===== src/rtl/alu_pkg.sv =====
// Shared ALU definitions: opcode encoding, idle opcode and pipeline depth.
// The ALU and its dispatcher both import this package.
package alu_pkg;

    localparam int DATA_W  = 32;
    localparam int OP_W    = 6;
    localparam int ALU_LAT = 2;

    typedef enum logic [OP_W-1:0] {
        OP_ADD = 6'd0,
        OP_SUB = 6'd1,
        OP_AND = 6'd2,
        OP_OR  = 6'd3,
        OP_SLT = 6'd4,
        OP_MUL = 6'd5
    } alu_op_e;

    // Opcode presented to the ALU on cycles with no real issue.
    localparam logic [OP_W-1:0] NOP_OP = 6'h3F;

    // Any opcode the ALU does not implement is accepted but reported as an error.
    function automatic logic op_illegal(input logic [OP_W-1:0] op);
        case (op)
            OP_ADD, OP_SUB, OP_AND, OP_OR, OP_SLT, OP_MUL: op_illegal = 1'b0;
            default:                                       op_illegal = 1'b1;
        endcase
    endfunction

endpackage


===== src/rtl/alu_tag_pipe.sv =====
// Shift register carrying {valid, rd, err} alongside the ALU pipeline.
// It advances only when the ALU advances so the tail stage always
// describes the value currently on alu_result.
module alu_tag_pipe
    import alu_pkg::*;
#(
    parameter int DEPTH = alu_pkg::ALU_LAT,
    parameter int TAG_W = 5
) (
    input  logic             clk,
    input  logic             rst,
    input  logic             clr,
    input  logic             en,
    input  logic             in_v,
    input  logic [TAG_W-1:0] in_rd,
    input  logic             in_err,
    output logic             any_v,
    output logic             tail_v,
    output logic [TAG_W-1:0] tail_rd,
    output logic             tail_err
);

    logic [DEPTH-1:0] v_q, v_d;
    logic [DEPTH-1:0] err_q, err_d;
    logic [TAG_W-1:0] rd_q [DEPTH];
    logic [TAG_W-1:0] rd_d [DEPTH];

    // Next stage contents: clear drops only valids, enable shifts everything.
    always_comb begin
        v_d   = v_q;
        err_d = err_q;
        for (int i = 0; i < DEPTH; i++) rd_d[i] = rd_q[i];
        if (clr) begin
            v_d = '0;
        end else if (en) begin
            v_d[0]   = in_v;
            rd_d[0]  = in_rd;
            err_d[0] = in_err;
            for (int i = 1; i < DEPTH; i++) begin
                v_d[i]   = v_q[i-1];
                rd_d[i]  = rd_q[i-1];
                err_d[i] = err_q[i-1];
            end
        end
    end

    // Stage registers; reset wins over clear and enable.
    always_ff @(posedge clk) begin
        if (rst) begin
            v_q   <= '0;
            err_q <= '0;
            for (int i = 0; i < DEPTH; i++) rd_q[i] <= '0;
        end else begin
            v_q   <= v_d;
            err_q <= err_d;
            for (int i = 0; i < DEPTH; i++) rd_q[i] <= rd_d[i];
        end
    end

    assign any_v    = |v_q;
    assign tail_v   = v_q[DEPTH-1];
    assign tail_rd  = rd_q[DEPTH-1];
    assign tail_err = err_q[DEPTH-1];

endmodule


===== src/rtl/alu_dispatch.sv =====
// Issue/writeback wrapper around a fixed-latency external ALU.
// The ALU pipeline and the tag pipe advance together on alu_load; the
// single output buffer applies backpressure by stopping alu_load.
module alu_dispatch #(
    parameter int TAG_W   = 5,
    parameter int ALU_LAT = alu_pkg::ALU_LAT
) (
    input  logic                       clk,
    input  logic                       rst,
    input  logic                       flush,
    input  logic                       in_valid,
    output logic                       in_ready,
    input  logic [alu_pkg::DATA_W-1:0] in_a,
    input  logic [alu_pkg::DATA_W-1:0] in_b,
    input  logic [alu_pkg::OP_W-1:0]   in_op,
    input  logic [TAG_W-1:0]           in_rd,
    output logic                       alu_load,
    output logic [alu_pkg::DATA_W-1:0] alu_a,
    output logic [alu_pkg::DATA_W-1:0] alu_b,
    output logic [alu_pkg::OP_W-1:0]   alu_op,
    input  logic [alu_pkg::DATA_W-1:0] alu_result,
    output logic                       out_valid,
    input  logic                       out_ready,
    output logic [alu_pkg::DATA_W-1:0] out_result,
    output logic [TAG_W-1:0]           out_rd,
    output logic                       out_err,
    output logic                       busy
);

    import alu_pkg::*;

    logic               adv;
    logic               fire;
    logic               tag_any_v;
    logic               tail_v;
    logic [TAG_W-1:0]   tail_rd;
    logic               tail_err;

    logic               out_valid_q, out_valid_d;
    logic [DATA_W-1:0]  out_result_q, out_result_d;
    logic [TAG_W-1:0]   out_rd_q, out_rd_d;
    logic               out_err_q, out_err_d;

    // The pipe may move when not flushing and the output buffer has room
    // (empty, or being drained this edge). Reset holds everything still.
    assign adv      = !rst && !flush && (!out_valid_q || out_ready);
    assign in_ready = adv;
    assign fire     = in_valid && adv;
    assign alu_load = adv && (in_valid || tag_any_v);
    assign busy     = !rst && (tag_any_v || out_valid_q);

    assign alu_a  = fire ? in_a  : '0;
    assign alu_b  = fire ? in_b  : '0;
    assign alu_op = fire ? in_op : NOP_OP;

    alu_tag_pipe #(
        .DEPTH (ALU_LAT),
        .TAG_W (TAG_W)
    ) u_tag_pipe (
        .clk      (clk),
        .rst      (rst),
        .clr      (flush),
        .en       (alu_load),
        .in_v     (fire),
        .in_rd    (in_rd),
        .in_err   (op_illegal(in_op)),
        .any_v    (tag_any_v),
        .tail_v   (tail_v),
        .tail_rd  (tail_rd),
        .tail_err (tail_err)
    );

    // Output buffer: capture the tail result when the ALU advances, else
    // release on handshake; data stays put while waiting for out_ready.
    always_comb begin
        out_valid_d  = out_valid_q;
        out_result_d = out_result_q;
        out_rd_d     = out_rd_q;
        out_err_d    = out_err_q;
        if (flush) begin
            out_valid_d = 1'b0;
        end else if (alu_load && tail_v) begin
            out_valid_d  = 1'b1;
            out_result_d = tail_err ? '0 : alu_result;
            out_rd_d     = tail_rd;
            out_err_d    = tail_err;
        end else if (out_valid_q && out_ready) begin
            out_valid_d = 1'b0;
        end
    end

    // Output buffer registers with synchronous reset.
    always_ff @(posedge clk) begin
        if (rst) begin
            out_valid_q  <= 1'b0;
            out_result_q <= '0;
            out_rd_q     <= '0;
            out_err_q    <= 1'b0;
        end else begin
            out_valid_q  <= out_valid_d;
            out_result_q <= out_result_d;
            out_rd_q     <= out_rd_d;
            out_err_q    <= out_err_d;
        end
    end

    assign out_valid  = out_valid_q;
    assign out_result = out_result_q;
    assign out_rd     = out_rd_q;
    assign out_err    = out_err_q;

endmodule

===== config.mk =====
export PLATFORM = sky130hd
export DESIGN_NAME = alu_dispatch
export DESIGN_NICKNAME = d
export VERILOG_FILES = /design/src/rtl/alu_pkg.sv /design/src/rtl/alu_tag_pipe.sv /design/src/rtl/alu_dispatch.sv
export SDC_FILE = /design/constraint.sdc
export NUM_CORES = 1
export LEC_CHECK = 0
export CELL_PAD_IN_SITES_DETAIL_PLACEMENT = 0
export CELL_PAD_IN_SITES_GLOBAL_PLACEMENT = 1
export CORE_MARGIN = 3
export CORE_UTILIZATION = 22
export CTS_CLUSTER_SIZE = 14
export DETAILED_ROUTE_END_ITERATION = 12
export GPL_TIMING_DRIVEN = 0
export HOLD_SLACK_MARGIN = 0.05
export PLACE_DENSITY_LB_ADDON = 0.1
export SETUP_SLACK_MARGIN = 0.2
export SLEW_MARGIN = 20
export SYNTH_ARGS = -nofsm -noshare
export SYNTH_HDL_FRONTEND = slang
export SYNTH_HIERARCHICAL = 1
export SYNTH_SLANG_ARGS = --single-unit

===== constraint.sdc =====
create_clock -name clk -period 1.8 [get_ports clk]
set_input_delay 0.36 -clock clk [delete_from_list [all_inputs] [get_ports clk]]
set_output_delay 0.36 -clock clk [all_outputs]
set_load 0.05 [all_outputs]

==> impl_metrics.prom <==
# TYPE chip_impl_metric gauge
chip_impl_info{name="outcome",value="complete, but fails checks"} 1
chip_impl_info{name="violated_checks",value="negative setup slack"} 1
chip_impl_metric{name="final_critical_path_setup_slack",unit="ps"} -91.5
chip_impl_info{name="ys_dominant_reg_cell",value="dfxtp_1"} 1
chip_impl_metric{name="grt_pass1_wl",unit="um"} 19800
chip_impl_metric{name="synth_sequential_area_ratio",unit="%"} 37.5
chip_impl_metric{name="die_height",unit="um"} 119
chip_impl_metric{name="first_global_vias",unit=""} 3382
chip_impl_metric{name="maximum_number_of_pins_on_one_net_before_global_route_repair",unit=""} 18
chip_impl_metric{name="report.final.slew_viol_count",unit=""} 0
chip_impl_metric{name="period_minus_slack",unit="ps"} 1890
chip_impl_metric{name="placement_rows",unit=""} 40
chip_impl_metric{name="synthXorXnorAreaFrac",unit="%"} 0
chip_impl_metric{name="starting_density_of_the_core",unit="%"} 23.0
chip_impl_metric{name="fraction_of_synthesized_area_in_multiplexers",unit="%"} 2.83
chip_impl_metric{name="die_wd",unit="um"} 119
chip_impl_metric{name="synthDistinctLibCells",unit=""} 26
chip_impl_info{name="tritoncts",value="done"} 1
chip_impl_metric{name="layout-drive-gt1-share",unit="%"} 39.2
chip_impl_metric{name="num_vias",unit=""} 3351
chip_impl_metric{name="power.combinational.fraction",unit="%"} 26.1
chip_impl_metric{name="antenna_found_initial",unit=""} 1
chip_impl_metric{name="worst_case_hold_slack",unit="ps"} 398
chip_impl_metric{name="power_frac_seq",unit="%"} 38.1
chip_impl_info{name="yosys.area.top_type",value="dfxtp_1"} 1
chip_impl_metric{name="cap_violations",unit=""} 0
chip_impl_metric{name="syn_avg_cell_area",unit="um2"} 8.62
chip_impl_metric{name="timing.fmax",unit="MHz"} 529
chip_impl_metric{name="syn_area",unit="um2"} 2830
chip_impl_metric{name="fillCellCount",unit=""} 1158
chip_impl_metric{name="max-vdd-ir-drop",unit="uV"} 346
chip_impl_metric{name="ant_nets",unit=""} 0
chip_impl_metric{name="cts.reportedPaths.clkPinSlew",unit="ps"} 60
chip_impl_metric{name="critPathMaxFanout",unit=""} 10
chip_impl_info{name="synth_top_family_by_area",value="simple AND/OR/NAND/NOR gates"} 1
chip_impl_metric{name="timing_hold_violations_final",unit=""} 0
chip_impl_metric{name="layout_worst_path_cycle_share",unit="%"} 105
chip_impl_info{name="worst_setup_path_category",value="input port to output port"} 1
chip_impl_metric{name="antenna_cells_inserted",unit=""} 0
chip_impl_metric{name="clkPwrFrac",unit="%"} 35.8
chip_impl_info{name="hp-class",value="input port to register"} 1
chip_impl_info{name="cp-start-kind",value="input port"} 1
chip_impl_metric{name="htree_levels",unit=""} 2
chip_impl_metric{name="finalSetupViolations",unit=""} 69
chip_impl_metric{name="total_power",unit="mW"} 3.08
chip_impl_info{name="ctsRootBufferMaster",value="clkbuf_16"} 1
chip_impl_metric{name="postSynthNetCount",unit=""} 440
chip_impl_metric{name="first_pass_iters",unit=""} 4
chip_impl_metric{name="proportion_of_synthesized_flip_flops_having_asynchronous_set_or_reset",unit="%"} 0
chip_impl_metric{name="grt.overflow.total",unit=""} 0
chip_impl_metric{name="final_design_area_no_fill",unit="um2"} 6330
chip_impl_info{name="setup_repair_after_global_routing_missed_its_margin",value="true"} 1
chip_impl_metric{name="area.growth.synth_to_final",unit="%"} 124
chip_impl_metric{name="placed_cell_area",unit="um2"} 5400
chip_impl_metric{name="power-per-cell-area",unit="nW/um2"} 487
chip_impl_metric{name="buffer_ports.inserted",unit=""} 223
chip_impl_metric{name="detailedPlacementHpwl",unit="um"} 10000
chip_impl_metric{name="remaining_drc_errors",unit=""} 0
chip_impl_metric{name="relSlewSlack",unit="%"} 62.9
chip_impl_metric{name="gp_congestion",unit=""} 0.810
chip_impl_metric{name="cp_data_required_time",unit="ps"} 1440
chip_impl_metric{name="drt_wl_total",unit="um"} 13300
chip_impl_metric{name="grt.total_usage",unit="%"} 17.5
chip_impl_metric{name="power_report.internal_total",unit="mW"} 2.29
chip_impl_metric{name="p_leak",unit="nW"} 2.79
chip_impl_metric{name="postCtsHoldBufs",unit=""} 0
chip_impl_metric{name="switching_share",unit="%"} 25.6
chip_impl_info{name="worst_setup_path_end_kind",value="output port"} 1
chip_impl_metric{name="cts_num_sinks",unit=""} 53
chip_impl_metric{name="synth_compound_gate_area_share",unit="%"} 20.8
chip_impl_info{name="synthTopCellsByArea",value="dfxtp_1, and2_1, o311ai_0"} 1
chip_impl_metric{name="numCtsBuffers",unit=""} 5
chip_impl_metric{name="clock_latency",unit="ps"} 290
chip_impl_metric{name="power.net_switching",unit="mW"} 0.791
chip_impl_metric{name="synthesis.yosys.warnings",unit=""} 6
chip_impl_metric{name="synth.ff_latch_count",unit=""} 53
chip_impl_metric{name="wire_per_inst",unit="um"} 17.7
chip_impl_metric{name="design.die.area",unit="um2"} 14300
chip_impl_metric{name="max_slew.worst_pin.slew",unit="ps"} 559
chip_impl_metric{name="avgViaCountPerCell",unit=""} 4.47
chip_impl_metric{name="top_level_ports",unit=""} 224
chip_impl_metric{name="nNetsFinal",unit=""} 693
chip_impl_metric{name="core_area",unit="um2"} 12300
chip_impl_metric{name="syn_inst",unit=""} 328
chip_impl_metric{name="cp_data_arrival_time",unit="ps"} 1530
chip_impl_metric{name="ctsLongestPathBuffers",unit=""} 2
chip_impl_metric{name="synth_top_cell_area_share",unit="%"} 37.5
chip_impl_metric{name="synth-simple-area-share",unit="%"} 28.0
chip_impl_metric{name="detailedRoute.firstIterationViolations",unit=""} 94
chip_impl_metric{name="synth-edff-count",unit=""} 0
chip_impl_metric{name="skew",unit="ps"} 12.4
chip_impl_metric{name="yosys.area_share.adder",unit="%"} 0
-- cell type report --
type | count | area (um2) | share of cell area (%)
Clock inverter | 3 | 43.8 | 0.692
Sequential cell | 53 | 1070 | 16.8
Buffer | 41 | 350 | 5.53
Tap cell | 168 | 210 | 3.32
Timing Repair Buffer | 246 | 2770 | 43.8
Clock buffer | 5 | 125 | 1.98
Inverter | 7 | 26.3 | 0.415
Multi-Input combinational cell | 227 | 1740 | 27.4
-- worst paths after layout --
check                                                  from                            endpoint  slack, ps  depth (start not counted)
worst min-delay path                                  flush      u_tag_pipe/v_q[1]$_SDFFE_PP0P_        400                          2
worst max-delay path                              out_ready                            alu_b[8]        -90                          7
worst max register to register       out_valid$_SDFFE_PP0P_  u_tag_pipe/rd_q[0][5]$_SDFFE_PP0P_        130                          8
worst min register to register  out_result[27]$_SDFFE_PP0P_         out_result[27]$_SDFFE_PP0P_        470                          2
-- worst max-delay path: stages --
cell,delay (ps)
clkdlybuf4s15_2,220
nand2b_4,150
and3_4,180
buf_12,140
buf_8,130
and2_2,190
buf_6,150
-- cells by family (layout without fill, tap and decap cells) --
kind of cell           count (synthesis)  count (layout)
AO/OA/AOI/OAI                         86              86
buffers and inverters                 48             302
flip-flops                            53              53
multiplexers                           8               8
AND/OR/NAND/NOR                      133             133
-- cell usage after synthesis (all sizes together), types with 2 or more instances --
cell type / number
and2: 64
dfxtp: 53
o21ai: 45
o311ai: 38
nand2: 32
buf: 27
nand2b: 20
clkbuf: 14
mux2i: 8
inv: 7
nand4bb: 6
nor2: 3
nor3: 3
nor2b: 2
-- metal layers --
metal	up-vias	track usage [%]	wire length [um]
met2	142	33.4	7060
met4	2	2.79	55
met3	4	3.04	837
met1	1551	20.6	5320
li1	1652	-	-
met5	-	0	12
-- sequential cells by signal, indices dropped and copies added, names as in the netlist --
signal / cells
out_err: 1
out_rd: 5
out_result: 32
out_valid: 1
u_tag_pipe/err_q: 2
u_tag_pipe/rd_q: 10
u_tag_pipe/v_q: 2
-- metrics by stage --
step                      utilization, %  setup TNS [ps]  worst slack, ps  instances
after floorplan                        -           -3750             -325        328
after global placement              43.9         -116040            -1390        719
after detailed placement            43.9         -120120            -1420        719
after CTS                           49.3           -4920             -105        740
after global routing                51.4           -5690             -121        750
final                               51.4           -2890            -91.5        750
-- cells in the final DEF (no fill, tap or decap), types with 2 or more instances in the layout --
| cell type | n |
|---|---|
| dlygate4sd2_1 | 37 |
| clkbuf_2 | 4 |
| nand2_1 | 32 |
| clkdlybuf4s15_1 | 2 |
| buf_6 | 29 |
| buf_4 | 16 |
| and2_4 | 60 |
| nor2b_4 | 2 |
| buf_2 | 4 |
| buf_12 | 2 |
| nor3_1 | 2 |
| o21ai_0 | 19 |
| nand4bb_1 | 6 |
| o21ai_2 | 6 |
| o311ai_0 | 26 |
| inv_1 | 7 |
| and2_2 | 4 |
| o21ai_1 | 19 |
| dfxtp_1 | 51 |
| o311ai_1 | 11 |
| clkdlybuf4s50_1 | 107 |
| mux2i_1 | 8 |
| buf_8 | 73 |
| nand2b_4 | 7 |
| nand2b_1 | 13 |
| clkbuf_16 | 5 |
| clkbuf_1 | 10 |
-- power by group through the flow --
stage | logic [mW] | clock network, mW | registers, mW
after floorplan | 0.297 | 0 | 1.20
after global placement | 0.657 | 0 | 1.20
after detailed placement | 0.661 | 0 | 1.20
after CTS | 0.770 | 1.14 | 1.17
after global routing | 0.843 | 1.19 | 1.17
final | 0.805 | 1.10 | 1.17
-- timing repair --
| action | CTS | global route |
|---|---|---|
| gates cloned | 6 | 1 |
| buffers inserted | 7 | 9 |
| gates resized for setup | 685 | 72 |
| endpoints found under the setup margin | 164 | 119 |
| hold endpoints to repair | 0 | 0 |
| pin swaps | 37 | 18 |
Note: power is estimated with default switching activity, not from simulation.
